`src/rtl/multibit_sync_rx_if.sv`:
```
// Bus between the skewed crossing source and the multi-bit CDC receiver.
// master = source/consumer side, slave = receiver.
interface multibit_sync_rx_if #(
    parameter int NB_DATA = 8,
    parameter int NB_CNT  = 16
);
    logic [NB_DATA-1:0] data;
    logic               req_tgl;
    logic               ack_tgl;
    logic [NB_DATA-1:0] rx_data;
    logic               valid;
    logic               ready;
    logic               busy;
    logic               err;
    logic [NB_CNT-1:0]  xfer_cnt;

    modport master (
        output data, req_tgl, ready,
        input  ack_tgl, rx_data, valid, busy, err, xfer_cnt
    );

    modport slave (
        input  data, req_tgl, ready,
        output ack_tgl, rx_data, valid, busy, err, xfer_cnt
    );
endinterface

```
`src/rtl/multibit_sync_rx.sv`:
```
// Destination side of a toggle req/ack multi-bit CDC: synchronizes the request,
// captures the bus once settled, hands it out on valid/ready and returns an ack toggle.
//
// state    | meaning
// ST_IDLE  | no word held, waiting for a synchronized request edge
// ST_VALID | word captured and offered downstream, waiting for ready
module multibit_sync_rx #(
    parameter int NB_DATA = 8,
    parameter int NB_SYNC = 2,
    parameter int NB_CNT  = 16
) (
    input logic                clk,
    input logic                rst_n,
    multibit_sync_rx_if.slave  bus
);
    typedef enum logic {ST_IDLE, ST_VALID} state_t;

    state_t             state_q, state_d;
    logic [NB_SYNC-1:0] sync_q;
    logic               req_d;
    logic               req_pulse;
    logic [NB_DATA-1:0] data_q;
    logic               ack_q;
    logic               err_q;
    logic [NB_CNT-1:0]  cnt_q;
    logic               capture;
    logic               handshake;
    logic               violation;

    always_ff @(posedge clk or negedge rst_n) begin
        if (!rst_n) begin
            sync_q <= '0;
            req_d  <= 1'b0;
        end else begin
            sync_q <= {sync_q[NB_SYNC-2:0], bus.req_tgl};
            req_d  <= sync_q[NB_SYNC-1];
        end
    end

    assign req_pulse = sync_q[NB_SYNC-1] ^ req_d;

    always_ff @(posedge clk or negedge rst_n) begin
        if (!rst_n) state_q <= ST_IDLE;
        else        state_q <= state_d;
    end

    // A request edge while a word is still held is flagged and dropped.
    always_comb begin
        state_d   = state_q;
        capture   = 1'b0;
        handshake = 1'b0;
        violation = 1'b0;
        case (state_q)
            ST_IDLE: begin
                if (req_pulse) begin
                    capture = 1'b1;
                    state_d = ST_VALID;
                end
            end
            ST_VALID: begin
                violation = req_pulse;
                if (bus.ready) begin
                    handshake = 1'b1;
                    state_d   = ST_IDLE;
                end
            end
            default: state_d = ST_IDLE;
        endcase
    end

    always_ff @(posedge clk or negedge rst_n) begin
        if (!rst_n) begin
            data_q <= '0;
            ack_q  <= 1'b0;
            err_q  <= 1'b0;
            cnt_q  <= '0;
        end else begin
            if (capture) data_q <= bus.data;
            if (handshake) begin
                ack_q <= ~ack_q;
                cnt_q <= cnt_q + NB_CNT'(1);
            end
            if (violation) err_q <= 1'b1;
        end
    end

    assign bus.rx_data  = data_q;
    assign bus.valid    = (state_q == ST_VALID);
    assign bus.ack_tgl  = ack_q;
    assign bus.busy     = req_pulse | (state_q == ST_VALID);
    assign bus.err      = err_q;
    assign bus.xfer_cnt = cnt_q;
endmodule

```
`src/flat_wrapper.sv`:
```
// flat-port wrapper written by rule: the top's interface ports become plain ports
module multibit_sync_rx_flat 
#(
    parameter int NB_DATA = 8,
    parameter int NB_SYNC = 2,
    parameter int NB_CNT  = 16
)
  (clk, rst_n, bus_data, bus_req_tgl, bus_ready, bus_ack_tgl, bus_rx_data, bus_valid, bus_busy, bus_err, bus_xfer_cnt);
  multibit_sync_rx_if #(.NB_DATA(NB_DATA), .NB_CNT(NB_CNT)) bus_i ();
  input logic clk;
  input logic rst_n;
  input wire logic [$bits(bus_i.data)-1:0] bus_data;
  input wire logic [$bits(bus_i.req_tgl)-1:0] bus_req_tgl;
  input wire logic [$bits(bus_i.ready)-1:0] bus_ready;
  output wire logic [$bits(bus_i.ack_tgl)-1:0] bus_ack_tgl;
  output wire logic [$bits(bus_i.rx_data)-1:0] bus_rx_data;
  output wire logic [$bits(bus_i.valid)-1:0] bus_valid;
  output wire logic [$bits(bus_i.busy)-1:0] bus_busy;
  output wire logic [$bits(bus_i.err)-1:0] bus_err;
  output wire logic [$bits(bus_i.xfer_cnt)-1:0] bus_xfer_cnt;
  assign bus_i.data = bus_data;
  assign bus_i.req_tgl = bus_req_tgl;
  assign bus_i.ready = bus_ready;
  assign bus_ack_tgl = bus_i.ack_tgl;
  assign bus_rx_data = bus_i.rx_data;
  assign bus_valid = bus_i.valid;
  assign bus_busy = bus_i.busy;
  assign bus_err = bus_i.err;
  assign bus_xfer_cnt = bus_i.xfer_cnt;
  multibit_sync_rx #(.NB_DATA(NB_DATA), .NB_SYNC(NB_SYNC), .NB_CNT(NB_CNT)) u_core (.clk(clk), .rst_n(rst_n), .bus(bus_i));
endmodule
```
`config.mk`:
```
export PLATFORM = sky130hd
export DESIGN_NAME = multibit_sync_rx_flat
export DESIGN_NICKNAME = d
export VERILOG_FILES = /design/src/rtl/multibit_sync_rx_if.sv /design/src/rtl/multibit_sync_rx.sv /design/src/flat_wrapper.sv
export SDC_FILE = /design/constraint.sdc
export NUM_CORES = 1
export LEC_CHECK = 0
export ABC_CLOCK_PERIOD_IN_PS = 1560
export CORE_ASPECT_RATIO = 1.25
export CORE_MARGIN = 5
export CORE_UTILIZATION = 59
export DETAILED_ROUTE_END_ITERATION = 7
export DONT_BUFFER_PORTS = 1
export GPL_TIMING_DRIVEN = 0
export PLACE_DENSITY = 0.75
export SKIP_CTS_REPAIR_TIMING = 1
export SLEW_MARGIN = 10
export SYNTH_ARGS = -nofsm -noshare
export SYNTH_HDL_FRONTEND = slang
export SYNTH_SLANG_ARGS = --single-unit
```
`constraint.sdc`:
```
create_clock -name clk -period 1.56 [get_ports clk]
set_input_delay 0.312 -clock clk [delete_from_list [all_inputs] [get_ports clk]]
set_output_delay 0.312 -clock clk [all_outputs]
set_load 0.02 [all_outputs]
```
-- Word-level counts from Yosys, hierarchy flattened
Index checks and enable logic that the tools add are counted.
- word-level logic and storage cells: 19
- register bits: 30
- output and inout port bits: 28
- input bits: 12
- bitwise logic cells: 4
- add/subtract/negate cells: 1
- multiplexer cells: 7
- operators by type and width (operator ; number):
    adder 16 x 1 -> 16 bit (second input constant) ; 1
    2-to-1 mux 1 bit ; 6
    NOT 1 bit ; 2
    case mux 1 bit (2 select lines) ; 1
    bitwise OR 1 bit ; 1
    bitwise XOR 1 bit ; 1

-- Logic depth before layout (Yosys ltp)
- depth after elaboration: 3
- depth in mapped cells: 5
- depth with buffers taken out: 5

-- Worst setup path before layout
Ideal clock, no wire load.
- path kind: register to register
- from: reg u_core.cnt_q[0], in the netlist u_core.bus.xfer_cnt[0]
- to: reg u_core.cnt_q[12], in the netlist u_core.bus.xfer_cnt[12]
- required time: 1.431 ns
- library setup time: 0.129 ns
- period minus slack after synthesis: 1.355 ns
- cell stages (with the launch flop): 6
- slack: 0.205 ns
- path buffers: 0
- arrival time: 1.226 ns
- path through: dfrtp_1 ha_1 nand3_2 nor2_2 nand4_1 xnor2_1
- word-level cells in the longest chain between the ends: 1
- RTL lines (what ; line ; text):
    start, declared ; multibit_sync_rx.sv:25 ; logic [NB_CNT-1:0] cnt_q;
    start signal, assigned ; multibit_sync_rx.sv:81 ; cnt_q <= cnt_q + NB_CNT'(1);
    adder 16 x 1 -> 16 bit ; multibit_sync_rx.sv:81 ;
Every way passes these cells.
A chain may end at the register's enable or synchronous reset.

-- Final worst setup path
- from: reg u_core.cnt_q[6], in the netlist u_core.bus.xfer_cnt[6]
- to: reg u_core.cnt_q[15], in the netlist u_core.bus.xfer_cnt[15]
Same word-level chain as after synthesis.

==> impl_metrics.ini <==
[run_status]
status = finished, final reports clean

[logic_synthesis]
ys_ff_latch = 30
synthTopCellsByArea = dfrtp_1, xnor2_1, mux2_2
synth_common_cells = dfrtp_1, xnor2_1, mux2_2
async_reset_ff_share_pct = 100
synthCells = 84
synth_nets = 97
yosysTopAreaCell = dfrtp_1
synth_flop_cell = dfrtp_1
synth_top_area_share_pct = 63.6
synth_edf_count = 0
syn-cell-area_sq_um = 1180
yosysSeqAreaShare_pct = 63.6
synth.avg_cell_area_sq_um = 14.1
synth-warning-count = 0
synth.distinct_cells = 19
synth.most_common_cell = dfrtp_1

[power]
peakVddDrop_uv = 1260
pwr_density_cell_nw_per_um2 = 1580
leakage_nw = 0.594
intPower_mw = 1.34
combPwrFrac_pct = 13.4
fin_total_pwr_mw = 2.08
clkPwrFrac_pct = 22.0
p_sw_share_pct = 35.6
p_switching_mw = 0.742
p_seq_share_pct = 64.5

[floorplan]
dieHeight_microns = 60.0
die-width_microns = 50.0
core_area_sq_um = 1940
rows = 18
start_util_pct = 61.0
die-area_sq_um = 3000
ios = 40

[critical_path]
worstSetupStartpointType = flop
slowest_delay_ns = 0.54
crit_buf_inv = 0
crit_fanout = 6
critPathArrivalTime_ns = 1.66
path_cells = and4_1 -> and4_4 -> nand4_2 -> xnor2_1
critical-path-top-delay-family = simple AND/OR/NAND/NOR gates
worstSetupEndpointType = flop
crit_slowest_cell = dfrtp_1
crit_type = flop to flop
crit_required_ns = 1.77

[final_layout]
drive_gt1_share_pct = 29.5
fin_area_sq_um = 1320
num_antenna_cells = 0
fin_nets = 107
area.growth.synth_to_final_pct = 11.8
fillers = 143

[placed_design]
gp_congestion = 0.724
placed_area_sq_um = 1210
dp.final_hpwl_microns = 1370
port_buffers = 0

[global_routing]
grt_usage_pct = 14.4
grt-busiest-layer = met2
grt_pass1_wl_microns = 3170
grt_pass1_vias = 700
grt_antenna_before_repair = 0
met1_usage_pct = 15.1
grt_max_degree = 31
met3_usage_pct = 9.73
overflow = 0
grt_util_met2_pct = 22.1

[routing]
ant_nets = 0
firstDrtPassIters = 3
drt_iter0_drc = 15
vias = 670
wire_per_inst_microns = 16.7
viasPerCell = 5.83
drc_errors = 0
wl_microns = 1920

[clocking]
cts_inserted_buffers = 5
cts_tree = yes
clk_latency_ns = 0.32
cts_buffer_depth = 2
clk_transition_reported_paths_ns = 0.09
htree_levels = 2
cts_sinks = 30
cts_root_buf = clkbuf_4

[timing]
rsz0062_at_grt = no
period_needed_ns = 1.45
fmax_mhz = 688
min_period_over_period_pct = 93.2
slew_headroom_pct = 73.4
worst_pin_slew_ns = 0.398
drv_slew = 0
setup-violations-final = 0
skew_ns = 0.00944
final-hold-violation-count = 0

[hold_path]
min_path_type = input port to flop

[run]
cap_violations = 0
==> registers in the layout, summed over array words and instances (netlist names) <==
name	count
u_core.req_d	1
u_core.bus.xfer_cnt	16
u_core.bus.err	1
u_core.bus.ack_tgl	1
u_core.bus.rx_data	8
u_core.sync_q	2
u_core.bus.valid	1
==> power by group through the flow <==
stage / sequential [mW] / clock (mW) / combinational [mW]
finish: 1.34 / 0.459 / 0.280
global route: 1.38 / 0.524 / 0.319
CTS: 1.35 / 0.478 / 0.256
detailed placement: 1.36 / 0 / 0.255
global placement: 1.35 / 0 / 0.244
floorplan: 1.31 / 0 / 0.227
==> placed cells by master (no fill, tap or decap) <==
cell | Yosys | routed
clkbuf_4 | 0 | 5
dlygate4sd3_1 | 0 | 2
clkinv_2 | 0 | 1
xnor2_1 | 14 | 13
ha_1 | 1 | 1
and2_1 | 1 | 1
and2b_4 | 1 | 1
o21bai_1 | 1 | 1
nand4_1 | 4 | 4
nand2_1 | 8 | 7
mux2_2 | 9 | 9
and4_1 | 2 | 2
xor2_1 | 3 | 3
nand3_1 | 1 | 1
nor2_2 | 2 | 2
and4_4 | 1 | 1
nand3_2 | 1 | 1
nand4_2 | 1 | 1
dfrtp_2 | 0 | 3
inv_1 | 1 | 1
and3_1 | 2 | 2
clkbuf_1 | 0 | 1
buf_12 | 0 | 1
dfrtp_1 | 30 | 27
clkbuf_8 | 0 | 1
xnor2_2 | 0 | 1
nand2_2 | 0 | 1
nor2_1 | 1 | 1
==> worst reg2reg max path, cell delays in order, from the launching register on <==
cell     delay [ns]
dfrtp_1        0.54
and4_1         0.29
and4_4         0.25
nand4_2        0.11
xnor2_1        0.15
==> cell type report <==
| cell class | instances | area (sq um) | area share, % |
|---|---|---|---|
| sequential | 30 | 754 | 57.2 |
| multi-input combinational | 53 | 437 | 33.1 |
| clock buffer | 7 | 55.1 | 4.17 |
| timing repair buffer | 3 | 40.0 | 3.03 |
| tap | 20 | 25.0 | 1.90 |
| clock inverter | 1 | 5.00 | 0.379 |
| inverter | 1 | 3.75 | 0.284 |
==> layer usage <==
layer	wire, microns	vias to the layer above
met2	972	23
met4	34	0
met3	163	6
li1	-	309
met1	753	332
met5	0	-
==> path summary, 6_finish.rpt <==
check                                       startpoint                 endpoint  slack [ns]  cells after the start
worst min register to register        u_core.sync_q[0]         u_core.sync_q[1]        0.35                      0
worst max register to register  u_core.bus.xfer_cnt[6]  u_core.bus.xfer_cnt[15]        0.11                      4
min in group asynchronous                        rst_n   u_core.bus.xfer_cnt[8]        0.43                      2
worst max-delay path            u_core.bus.xfer_cnt[6]  u_core.bus.xfer_cnt[15]        0.11                      4
worst min-delay path                       bus_data[1]    u_core.bus.rx_data[1]        0.14                      1
max in group asynchronous                        rst_n   u_core.bus.xfer_cnt[1]        0.95                      2
==> cells by family after synthesis <==
family	synth area share (%)
AO/OA/AOI/OAI	0.636
flip-flops	63.6
buffers and inverters	0.317
multiplexers	8.58
adder cells (fa/ha/maj)	1.06
XOR/XNOR	12.6
AND/OR/NAND/NOR	13.2
==> metrics by stage <==
step | setup WS [ns] | hold slack [ns] | util [%] | TNS, ns | std cells
3_3_place_gp | 0.0602 | 0.0171 | 62.3 | 0 | 104
5_1_grt | 0.00377 | 0.118 | 68.2 | 0 | 115
4_1_cts | -0.0110 | -0.342 | 65.4 | -0.0110 | 112
3_5_place_dp | 0.0605 | 0.0171 | 62.3 | 0 | 104
2_1_floorplan | 0.205 | 0.0164 | - | 0 | 84
6_report | 0.107 | 0.144 | 68.2 | 0 | 115
Note: power is estimated with default switching activity, not from simulation.
